File: config.mk
export PLATFORM = sky130hd
export DESIGN_NAME = mem_port_arbiter
export DESIGN_NICKNAME = d
export VERILOG_FILES = /design/src/rtl/mem_port_arbiter.sv
export SDC_FILE = /design/constraint.sdc
export NUM_CORES = 1
export LEC_CHECK = 0
export CAP_MARGIN = 20
export CORE_ASPECT_RATIO = 0.75
export CORE_MARGIN = 2
export CORE_UTILIZATION = 45
export CTS_CLUSTER_DIAMETER = 80
export CTS_CLUSTER_SIZE = 8
export DETAILED_ROUTE_END_ITERATION = 7
export DONT_BUFFER_PORTS = 1
export GPL_ROUTABILITY_DRIVEN = 0
export PLACE_DENSITY = 0.63
export SETUP_SLACK_MARGIN = 0.1
export SLEW_MARGIN = 10
export SYNTH_ARGS = -nofsm -noshare
export SYNTH_HDL_FRONTEND = slang
export SYNTH_SLANG_ARGS = --single-unit
export TNS_END_PERCENT = 50
File: constraint.sdc
create_clock -name clk -period 1.5 [get_ports clk]
set_input_delay 0.15 -clock clk [delete_from_list [all_inputs] [get_ports clk]]
set_output_delay 0.15 -clock clk [all_outputs]
set_load 0.05 [all_outputs]
File: src/rtl/mem_port_arbiter.sv
// rtl/mem_port_arbiter.sv - single memory port shared by instruction fetch and load/store
//
// Purpose:
//   Arbitrates between the IFU (read-only) and the LSU for one memory port.
//   LSU has fixed priority. One request is latched and held stable on the
//   memory port until mem_ready, then the winner gets a one-cycle response.
//   FSM: IDLE -> ISSUE -> RESP -> IDLE; at most one access outstanding.
//
// Optional feature: define MEM_ARB_TIMEOUT_EN to abort an ISSUE that waits
//   TIMEOUT_CYCLES cycles without mem_ready (returns 32'hDEAD_BEEF, sets err).
//
// Ports:
//   clk, rst                       clock, synchronous active-low reset
//   ifu_req_valid/addr/ready       fetch request handshake
//   ifu_rsp_valid/data             fetch response pulse and held data
//   lsu_req_valid/wen/addr/wdata/wmask/ready   load/store request handshake
//   lsu_rsp_valid/data             load/store response pulse and held data (0 for stores)
//   mem_valid/wen/addr/wdata/wmask memory request, held until mem_ready
//   mem_ready, mem_rdata           memory completion and read data
//   busy                           FSM not in IDLE
//   err                            sticky timeout flag
module mem_port_arbiter #(
  parameter int ADDR_WIDTH     = 32,
  parameter int DATA_WIDTH     = 32,
  parameter int TIMEOUT_CYCLES = 255
) (
  input  logic                    clk,
  input  logic                    rst,
  input  logic                    ifu_req_valid,
  input  logic [ADDR_WIDTH-1:0]   ifu_req_addr,
  output logic                    ifu_req_ready,
  output logic                    ifu_rsp_valid,
  output logic [DATA_WIDTH-1:0]   ifu_rsp_data,
  input  logic                    lsu_req_valid,
  input  logic                    lsu_req_wen,
  input  logic [ADDR_WIDTH-1:0]   lsu_req_addr,
  input  logic [DATA_WIDTH-1:0]   lsu_req_wdata,
  input  logic [DATA_WIDTH/8-1:0] lsu_req_wmask,
  output logic                    lsu_req_ready,
  output logic                    lsu_rsp_valid,
  output logic [DATA_WIDTH-1:0]   lsu_rsp_data,
  output logic                    mem_valid,
  output logic                    mem_wen,
  output logic [ADDR_WIDTH-1:0]   mem_addr,
  output logic [DATA_WIDTH-1:0]   mem_wdata,
  output logic [DATA_WIDTH/8-1:0] mem_wmask,
  input  logic                    mem_ready,
  input  logic [DATA_WIDTH-1:0]   mem_rdata,
  output logic                    busy,
  output logic                    err
);

  localparam int MASK_W = DATA_WIDTH / 8;

  typedef enum logic [1:0] {
    S_IDLE  = 2'd0,
    S_ISSUE = 2'd1,
    S_RESP  = 2'd2
  } state_e;

  state_e                  state_q, state_d;
  logic                    owner_lsu_q;
  logic                    wen_q;
  logic [ADDR_WIDTH-1:0]   addr_q;
  logic [DATA_WIDTH-1:0]   wdata_q;
  logic [MASK_W-1:0]       wmask_q;
  logic [DATA_WIDTH-1:0]   ifu_data_q;
  logic [DATA_WIDTH-1:0]   lsu_data_q;

  logic accept_lsu;
  logic accept_ifu;
  logic timeout_hit;

  // ---------------------------------------------------------------------------
  // FSM state register
  // ---------------------------------------------------------------------------
  always_ff @(posedge clk) begin
    if (!rst) begin
      state_q <= S_IDLE;
    end else begin
      state_q <= state_d;
    end
  end

  // ---------------------------------------------------------------------------
  // FSM next state and outputs
  // ---------------------------------------------------------------------------
  always_comb begin
    state_d       = state_q;
    accept_lsu    = 1'b0;
    accept_ifu    = 1'b0;
    ifu_req_ready = 1'b0;
    lsu_req_ready = 1'b0;
    ifu_rsp_valid = 1'b0;
    lsu_rsp_valid = 1'b0;
    mem_valid     = 1'b0;
    mem_wen       = 1'b0;
    mem_addr      = '0;
    mem_wdata     = '0;
    mem_wmask     = '0;
    busy          = (state_q != S_IDLE);

    case (state_q)
      S_IDLE: begin
        // Ready only to the winner, and never while reset is asserted so that
        // all outputs read 0 during reset.
        accept_lsu    = rst && lsu_req_valid;
        accept_ifu    = rst && ifu_req_valid && !lsu_req_valid;
        lsu_req_ready = accept_lsu;
        ifu_req_ready = accept_ifu;
        if (accept_lsu || accept_ifu) begin
          state_d = S_ISSUE;
        end
      end
      S_ISSUE: begin
        mem_valid = 1'b1;
        mem_wen   = wen_q;
        mem_addr  = addr_q;
        mem_wdata = wdata_q;
        mem_wmask = wmask_q;
        if (mem_ready || timeout_hit) begin
          state_d = S_RESP;
        end
      end
      S_RESP: begin
        ifu_rsp_valid = !owner_lsu_q;
        lsu_rsp_valid = owner_lsu_q;
        state_d       = S_IDLE;
      end
      default: begin
        state_d = S_IDLE;
      end
    endcase
  end

  // ---------------------------------------------------------------------------
  // Latched request and response data
  // ---------------------------------------------------------------------------
  always_ff @(posedge clk) begin
    if (!rst) begin
      owner_lsu_q <= 1'b0;
      wen_q       <= 1'b0;
      addr_q      <= '0;
      wdata_q     <= '0;
      wmask_q     <= '0;
      ifu_data_q  <= '0;
      lsu_data_q  <= '0;
    end else if (accept_lsu) begin
      owner_lsu_q <= 1'b1;
      wen_q       <= lsu_req_wen;
      addr_q      <= lsu_req_addr;
      // Loads present zero write data and mask on the memory port.
      wdata_q     <= lsu_req_wen ? lsu_req_wdata : '0;
      wmask_q     <= lsu_req_wen ? lsu_req_wmask : '0;
    end else if (accept_ifu) begin
      owner_lsu_q <= 1'b0;
      wen_q       <= 1'b0;
      addr_q      <= ifu_req_addr;
      wdata_q     <= '0;
      wmask_q     <= '0;
    end else if (state_q == S_ISSUE && mem_ready) begin
      if (owner_lsu_q) begin
        lsu_data_q <= wen_q ? '0 : mem_rdata;
      end else begin
        ifu_data_q <= mem_rdata;
      end
    end else if (timeout_hit) begin
      if (owner_lsu_q) begin
        lsu_data_q <= DATA_WIDTH'(32'hDEAD_BEEF);
      end else begin
        ifu_data_q <= DATA_WIDTH'(32'hDEAD_BEEF);
      end
    end
  end

  assign ifu_rsp_data = ifu_data_q;
  assign lsu_rsp_data = lsu_data_q;

  // ---------------------------------------------------------------------------
  // Optional ISSUE timeout
  // ---------------------------------------------------------------------------
`ifdef MEM_ARB_TIMEOUT_EN
  localparam int CNT_W = ($clog2(TIMEOUT_CYCLES + 1) > 8) ? $clog2(TIMEOUT_CYCLES + 1) : 8;

  logic [CNT_W-1:0] cnt_q;
  logic             err_q;

  // Counter holds the number of ISSUE cycles already spent without mem_ready;
  // the cycle that would bring it to TIMEOUT_CYCLES aborts. mem_ready wins.
  assign timeout_hit = (state_q == S_ISSUE) && !mem_ready &&
                       (cnt_q == CNT_W'(TIMEOUT_CYCLES - 1));

  always_ff @(posedge clk) begin
    if (!rst) begin
      cnt_q <= '0;
      err_q <= 1'b0;
    end else begin
      if (accept_lsu || accept_ifu) begin
        cnt_q <= '0;
      end else if (state_q == S_ISSUE && !mem_ready) begin
        cnt_q <= cnt_q + 1'b1;
      end
      if (timeout_hit) begin
        err_q <= 1'b1;
      end
    end
  end

  assign err = err_q;
`else
  // TIMEOUT_CYCLES has no effect in this build.
  logic unused_timeout_cycles;
  assign unused_timeout_cycles = |TIMEOUT_CYCLES;
  assign timeout_hit = 1'b0;
  assign err         = 1'b0;
`endif

endmodule

# Yosys cells after proc, flatten, opt, wreduce, memory -nomap -nowiden
# Index checks and enable logic that the tools add are counted.
# op_classes
n_eq_ne,4
muxes,24
bitwise,3
reduce_logical,13
# ops
operator,n
$mux 32,8
$mux 4,4
$mux 1,9
$reduce_and 4->1,2
$logic_and 1x1->1,4
$mux 2,2
$ne 2x2->1 const B,2
$pmux 2 s2,1
$reduce_bool 2->1,2
$not 1->1,3
$eq 2x1->1 const B,1
$eq 2x2->1 const B,1
$logic_not 1->1,2
$logic_not 2->1,1
$reduce_and 2->1,1
$logic_or 1x1->1,1
# word_totals
ff_bits,136
inputBits,138
word_cells,52

# Logic depth before layout (Yosys ltp)
# Gate-level depths: netlist of run 1.
# depth
depth_word,5
mapped_depth,6
mapped_depth_nobuf,3

# Worst setup path before layout of run 1
# No wires, ideal clock.
# synth_timing
path_kind,reg-to-output
from,register state_q[0]
to,output mem_wdata[23]
arrival_time_ns,1.892
required_time_ns,1.350
setup_slack_ns,-0.542
stages_incl_launch_ff,6
path_buffers,3
cell_sequence,dfxtp_1 -> buf_6 -> nor2b_1 -> clkbuf_1 -> clkbuf_1 -> and2_1
# synth_via
elab_chain_cells,2
# synth_lines
element,line,rtl
"start, declared",61,"state_e state_q, state_d;"
"start signal, assigned",81,state_q <= state_d;
$eq 2x1->1,103,case (state_q)
$mux 32,103,
"end, declared",45,"output logic [DATA_WIDTH-1:0] mem_wdata,"
# No other way between the ends.

# Worst setup path after layout of run 1
# layout_timing
from,register state_q[0]
to,output mem_addr[14]
# layout_via
elab_chain_cells,2
# layout_lines
element,line,rtl
$eq 2x1->1,103,
$mux 32,103,
"end, declared",44,"output logic [ADDR_WIDTH-1:0] mem_addr,"
# No other way between the ends.

==> run summary, run 1 <==
maximum level of the CTS H-tree: 4
global-route total usage across every layer: 31.2%
total number of vias: 6113
crit-path cells: buf_6 -> nor2b_4 -> buf_12 -> buf_8 -> buf_16 -> and2_4
multiplexer fraction of the synthesized cell area: 0%
depth of the worst register-to-register path: 8
input/output buffers: 0
clock skew: 0.0112 ns
synthesized flop and latch total: 136
Pwr Density: 1030 nW/um^2
RSZ-0062 raised after global routing: yes
filler cell count in the final layout: 608
Max Fclk: 0.535 GHz
clock net sink count: 136
die area: 13200 sq um
CP startpoint kind: register
Routed Antenna Nets: 0
Total Nets Final: 1008
first-pass GRT wire length: 32700 um
leading register cell type out of synthesis: sky130_fd_sc_hd__dfxtp_1
FF-to-FF End: lsu_rsp_data[10]
endpoint with the worst hold slack: lsu_rsp_data[5]
largest net degree at the start of global routing: 69
post-synthesis share of cell area spent on xor and xnor gates: 0%
clock edge transition at the registers on the reported setup and hold paths: 0.06 ns
first-pass iteration count of the detailed router: 5
combinational family with the most area after synthesis: simple AND/OR/NAND/NOR gates
standard-cell rows: 35
routed wirelength normalized by instance count: 22.2 um
drt drc: 0
Max transition margin: 63.3%
post-layout util: 84.5%
Final Cycle Share: 125%
adder-cell share of the synthesized area: 0%
post-route setup slack: -0.369 ns
endpoints failing hold: 0
Max-cap violations: 0
register area share after synthesis: 49.1%
status: complete, but fails checks
estimated wirelength of the detail-placed design: 9830 um
data arrival at the endpoint of the critical path: 1.72 ns
remaining global-route overflow: 0
Worst Path Required: 1.35 ns
CTS tree: done
Die X-Extent: 132 um
failing checks: setup timing
final setup vio count: 177
share of the synthesized area in compound gates (AO/OA/AOI/OAI): 19.7%
buffer depth of the longest clock path: 2
I/O Pins: 278
clock period minus worst slack: 1.87 ns
critical setup path kind: reg -> out
fraction of layout cells with a size suffix above 1: 38.5%
vias in the first global route: 5978
initial core utilization: 45.7%
cell area after layout: 10200 sq um
share of flip-flops with an asynchronous set or reset after synthesis: 0%
nature of the critical path endpoint: output port
Max Slew Vio Count: 0
reported leakage power: 0.00408 uW
max incr delay on CP: 0.36 ns
buffer cell driving the clock tree root: sky130_fd_sc_hd__clkbuf_16
worst ir drop on vdd: 896 uV
post-synth net total: 752
netlist area before placement: 5540 sq um
area post-placement: 6760 sq um
top cell family by delay on the critical path: buffers and inverters
Crit Reg-Reg Startpoint: state_q[0]
CP max-delay cell: sky130_fd_sc_hd__dfxtp_4
die outline height: 100 um
worst-path fanout max: 9
type of the tightest min-delay check: in -> reg
FF-to-FF setup slack: -0.23 ns
cell count after synthesis: 614
Simple-Gate Fraction of Synth Area: 25.4%
mean number of vias per cell: 5.82
transition time of the tightest slew-check pin: 0.549 ns
antenna violations before repair: 0
area added between synthesis and finish: 84.8%
critical hold path startpoint: mem_rdata[5]
worst path bufs/invs: 4
number of enable flip-flop cells after synthesis: 0
Core Area: 12100 sq um
cts bufs inserted: 17
final wirelength: 23400 um
number of distinct library cells after synthesis: 35
average footprint of a synthesized cell: 9.03 sq um
yosys warns: 0
Iter 0 DRT Violations: 361
worst hold stages: 2
clk_lat worst skew: 0.41 ns
[stage by stage]
stage          hold slack (ns)  instances  total power (uW)  setup slack (ns)  setup TNS, ns
2_1_floorplan            0.276        614              5100           -0.0941          -1.39
3_3_place_gp             0.276        818              5370            0.0260              0
3_5_place_dp             0.279        818              5410           -0.0649         -0.247
4_1_cts               0.000903       1033             10200            -0.321         -22.52
5_1_grt                 0.0286       1049             10900            -0.394         -44.23
6_report                0.0428       1050             10600            -0.369         -36.61
[worst max-delay path by stage]
stage / from / slack (ns) / end / depth (start not counted)
final: state_q[0] / -0.37 / mem_addr[14] / 6
after floorplan: state_q[0] / -0.09 / ifu_req_ready / 5
after detailed placement: state_q[1] / -0.06 / addr_q[10] / 4
after global placement: state_q[0] / 0.03 / lsu_req_ready / 4
after CTS: state_q[0] / -0.32 / mem_addr[24] / 6
after global routing: state_q[0] / -0.39 / mem_addr[17] / 6
[cell usage in the layout (no fill, tap or decap), types with 13 or more instances in the layout]
cell type	n
sky130_fd_sc_hd__dlygate4sd3_1	157
sky130_fd_sc_hd__dfxtp_1	133
sky130_fd_sc_hd__and2_4	69
sky130_fd_sc_hd__buf_4	66
sky130_fd_sc_hd__nand2_1	61
sky130_fd_sc_hd__a21oi_1	48
sky130_fd_sc_hd__buf_12	43
sky130_fd_sc_hd__a22o_1	36
sky130_fd_sc_hd__o21ai_0	32
sky130_fd_sc_hd__nand3_1	28
sky130_fd_sc_hd__clkbuf_16	26
sky130_fd_sc_hd__o22ai_2	18
sky130_fd_sc_hd__nor3_1	18
sky130_fd_sc_hd__or3b_1	18
sky130_fd_sc_hd__a21oi_2	17
sky130_fd_sc_hd__o22ai_4	14
sky130_fd_sc_hd__nor3_2	14
sky130_fd_sc_hd__or3b_4	13
sky130_fd_sc_hd__buf_6	13
[flip-flops by register name, indices dropped and copies added, names as in the netlist]
name / flops
addr_q: 32
ifu_rsp_data: 32
lsu_rsp_data: 32
owner_lsu_q: 1
state_q: 2
wdata_q: 32
wen_q: 1
wmask_q: 4
[what timing repair did]
| item | 4_1_cts | 5_1_grt |
|---|---|---|
| cloned | 9 | 9 |
| pin swaps | 137 | 41 |
| buffers inserted | 16 | 10 |
| hold buffers | 158 | 0 |
| endpoints found under the setup margin | 171 | 210 |
| hold endpoints to repair | 131 | 0 |
| gates resized for setup | 91 | 87 |
[worst reg2reg max path, stage by stage (launching register included)]
cell and delay, ns:
sky130_fd_sc_hd__dfxtp_4 0.36, sky130_fd_sc_hd__buf_4 0.12, sky130_fd_sc_hd__buf_6 0.09, sky130_fd_sc_hd__buf_4 0.11, sky130_fd_sc_hd__nand4b_4 0.15, sky130_fd_sc_hd__buf_4 0.19, sky130_fd_sc_hd__clkbuf_16 0.14, sky130_fd_sc_hd__or3b_4 0.38
sky130_fd_sc_hd__a21oi_2 0.14
[final cells by class]
cell class                      count  area [sq um]  area share (%)
Timing Repair Buffer              298          3530            34.5
Inverter                            3          11.3           0.110
Tap cell                          166           208            2.03
Sequential cell                   136          2730            26.7
Antenna cell                        1          2.50          0.0244
Clock buffer                       23           468            4.57
Multi-Input combinational cell    414          3170            31.0
Clock inverter                      9           118            1.15
[cell families after synthesis]
| logic type | count (synthesis) |
|---|---|
| AND/OR/NAND/NOR | 244 |
| buffers and inverters | 64 |
| AO/OA/AOI/OAI | 169 |
| other | 1 |
| flip-flops | 136 |
[cells in the mapped netlist, types with 2 or more instances]
cell type                    n  share of area [%]
sky130_fd_sc_hd__o22ai_2     9                2.0
sky130_fd_sc_hd__or3b_2      7                1.1
sky130_fd_sc_hd__nor3_1     32                2.9
sky130_fd_sc_hd__a22o_1     36                5.7
sky130_fd_sc_hd__and2_1     69                7.8
sky130_fd_sc_hd__clkbuf_1   38                2.6
sky130_fd_sc_hd__a21oi_1    65                5.9
sky130_fd_sc_hd__o21ai_0    32                2.9
sky130_fd_sc_hd__dfxtp_1   136                 49
sky130_fd_sc_hd__buf_6       8                1.6
sky130_fd_sc_hd__nand2_1    65                4.4
sky130_fd_sc_hd__nand3_1    32                2.9
sky130_fd_sc_hd__buf_2      10               0.90
sky130_fd_sc_hd__buf_4       2               0.27
sky130_fd_sc_hd__or3b_1     26                4.1
sky130_fd_sc_hd__buf_1       3               0.20
sky130_fd_sc_hd__inv_1       2               0.14
sky130_fd_sc_hd__o22ai_1    23                2.6
sky130_fd_sc_hd__nor2_1      3               0.20
[power breakdown]
part | switching, uW | total [uW] | leakage [uW] | internal [uW]
Sequential | 179 | 3990 | 0.00111 | 3810
Combinational | 1310 | 2460 | 0.00269 | 1140
Clock | 1560 | 4110 | 0.000274 | 2550
Total | 3060 | 10600 | 0.00408 | 7500
[routing by layer]
| metal | vias to the layer above | GRT usage, % | part of all wire [%] |
|---|---|---|---|
| li1 | 2676 | - | - |
| met1 | 2968 | 36.1 | 37 |
| met2 | 393 | 54.2 | 51 |
| met3 | 76 | 8.43 | 8.1 |
| met4 | 0 | 14.9 | 4.0 |
| met5 | - | 0 | 0 |
No activity file was read; power rests on OpenSTA's default activity.
==> run 2: changes to the inputs <==
--- a/config.mk
+++ b/config.mk
@@ -6,15 +6,14 @@
 export NUM_CORES = 1
 export LEC_CHECK = 0
 export CAP_MARGIN = 20
-export CORE_ASPECT_RATIO = 0.75
-export CORE_MARGIN = 2
-export CORE_UTILIZATION = 45
+export CORE_AREA = 2 2 108 110
 export CTS_CLUSTER_DIAMETER = 80
 export CTS_CLUSTER_SIZE = 8
 export DETAILED_ROUTE_END_ITERATION = 7
+export DIE_AREA = 0 0 110 112
 export DONT_BUFFER_PORTS = 1
 export GPL_ROUTABILITY_DRIVEN = 0
-export PLACE_DENSITY = 0.63
+export PLACE_DENSITY = 0.68
 export SETUP_SLACK_MARGIN = 0.1
 export SLEW_MARGIN = 10
 export SYNTH_ARGS = -nofsm -noshare
==> run 2 against run 1 <==
Compared with the run above:
- the run still ends with setup timing left
- total power up 3.6%
- clock power up 10%
- fmax down 1.1%
- worst setup slack worse by 0.020 ns
- sequential share of layout area up 1.2 points
- final cell count down 6.5%
- design area down 4.5%
- worst hold slack worse by 0.031 ns
- global-route usage up 4.2 points
- combinational power down 5%
- wire length up 13%
- critical path depth down 1
- critical endpoint is now mem_addr[4]
==> run summary, run 2 (same netlist as run 1, synthesis figures left out) <==
status: complete, but fails checks
failing checks: setup timing
CTS tree: done
global-route total usage across every layer: 35.4%
Max-cap violations: 0
I/O Pins: 278
Sw Share: 29.7%
drt drc: 0
FF-to-FF setup slack: -0.17 ns
cell area after layout: 9790 sq um
worst hold stages: 2
commonest non-fill, non-tap cells in the layout: sky130_fd_sc_hd__dlygate4sd3_1 (142), sky130_fd_sc_hd__dfxtp_1 (134), sky130_fd_sc_hd__and2_4 (69)
die area: 12300 sq um
vias in the first global route: 5956
input/output buffers: 0
Tot Pwr: 10900 uW
reported leakage power: 0.00388 uW
initial core utilization: 49.6%
Core Area: 11200 sq um
top cell family by delay on the critical path: simple AND/OR/NAND/NOR gates
transition time of the tightest slew-check pin: 0.606 ns
switching pwr: 3250 uW
final setup vio count: 142
filler cell count in the final layout: 441
leading cell type in the layout, fill and taps excluded: sky130_fd_sc_hd__dlygate4sd3_1
Max transition margin: 59.5%
Pwr Density: 1120 nW/um^2
first-pass GRT wire length: 33200 um
clock net sink count: 136
CP max-delay cell: sky130_fd_sc_hd__dfxtp_4
post-route setup slack: -0.389 ns
nature of the critical path endpoint: output port
share of total power in sequential cells: 37.1%
buffer cell driving the clock tree root: sky130_fd_sc_hd__clkbuf_16
final wirelength: 26400 um
proportion of power drawn by combinational gates: 21.4%
Routed Antenna Nets: 0
Crit Reg-Reg Startpoint: state_q[1]
total number of vias: 6084
critical hold path startpoint: mem_rdata[2]
post-layout util: 87.6%
remaining global-route overflow: 0
antenna violations before repair: 0
Worst Path Required: 1.35 ns
clock network power share: 41.5%
area post-placement: 6570 sq um
worst path bufs/invs: 3
clock period minus worst slack: 1.89 ns
worst-path fanout max: 10
endpoints failing hold: 0
critical setup path kind: reg -> out
crit-path cells: buf_6 -> nor2b_4 -> buf_12 -> buf_4 -> and2_4
clock skew: 0.0100 ns
worst ir drop on vdd: 1200 uV
first-pass iteration count of the detailed router: 5
buffer depth of the longest clock path: 2
FF-to-FF End: addr_q[7]
RSZ-0062 raised after global routing: yes
cts bufs inserted: 17
data arrival at the endpoint of the critical path: 1.74 ns
max incr delay on CP: 0.36 ns
Final Cycle Share: 126%
estimated wirelength of the detail-placed design: 10500 um
internal power: 7690 uW
type of the tightest min-delay check: in -> reg
die outline height: 112 um
standard-cell rows: 39
area added between synthesis and finish: 76.6%
fraction of layout cells with a size suffix above 1: 37.3%
minimum setup slack after placement: -0.0567 ns
Max Fclk: 0.529 GHz
clk_lat worst skew: 0.43 ns
largest net degree at the start of global routing: 65
mean number of vias per cell: 6.20
Total Nets Final: 964
Die X-Extent: 110 um
clock edge transition at the registers on the reported setup and hold paths: 0.07 ns
CP startpoint kind: register
Max Slew Vio Count: 0
Iter 0 DRT Violations: 594
final antenna diode count: 0
maximum level of the CTS H-tree: 4
routed wirelength normalized by instance count: 26.9 um
endpoint with the worst hold slack: lsu_rsp_data[2]
depth of the worst register-to-register path: 5
## run 2: cell types whose count changed in the layout (fill, tap and decap cells not counted), sizes merged
cell         delta
bufinv          +1
diode           -1
clkinv          +1
inv             +1
bufbuf          -1
buf            -28
clkinvlp        -2
clkbuf          -1
dlygate4sd3    -15
## run 2: cell type report
class / instances / area [sq um] / share of cell area, %
Inverter: 3 / 11.3 / 0.115
Timing Repair Buffer: 254 / 3080 / 31.4
Clock buffer: 22 / 494 / 5.05
Tap cell: 143 / 179 / 1.83
Multi-Input combinational cell: 414 / 3160 / 32.3
Sequential cell: 136 / 2730 / 27.9
Clock inverter: 10 / 139 / 1.42
## run 2: metal layers
layer | track usage [%] | wire [um] | vias up
met5 | 0 | 0 | -
met4 | 21.6 | 1400 | 0
met3 | 11.8 | 2830 | 118
met2 | 58.1 | 13000 | 458
met1 | 38.9 | 9220 | 2918
li1 | - | - | 2590
## run 2: power groups by stage
| stage | clock network [uW] | registers, uW | logic [uW] |
|---|---|---|---|
| final | 4540 | 4060 | 2340 |
| after global routing | 4700 | 4070 | 2400 |
| after CTS | 4440 | 4010 | 1920 |
| after detailed placement | 0 | 4080 | 1300 |
| after global placement | 0 | 4080 | 1260 |
| after floorplan | 0 | 4150 | 954 |
## run 2: how the worst max path moves through the flow
stage | start | end | slack (ns) | depth (start not counted)
finish | state_q[1] | mem_addr[4] | -0.39 | 5
floorplan | state_q[0] | ifu_req_ready | -0.09 | 5
CTS | state_q[1] | mem_wdata[4] | -0.35 | 6
global route | state_q[1] | mem_addr[11] | -0.42 | 5
global placement | state_q[0] | addr_q[31] | 0.008 | 5
detailed placement | state_q[0] | addr_q[31] | -0.06 | 5
## run 2: what timing repair did
action                                  in CTS  in global routing
resized for setup                           95                 81
pin swaps                                   45                 61
hold endpoints to repair                   128                  0
buffers inserted                             6                  7
gates cloned                                 7                  9
endpoints found under the setup margin     176                206
hold buffers                               143                  0
## run 2: per-stage QoR
stage | cells | hold slack, ns | setup TNS (ns)
after floorplan | 614 | 0.276 | -1.39
after global placement | 779 | 0.276 | 0
after detailed placement | 779 | 0.279 | -0.638
after CTS | 967 | 0.000876 | -24.03
after global routing | 982 | 0.0170 | -34.01
final | 982 | 0.0113 | -29.82
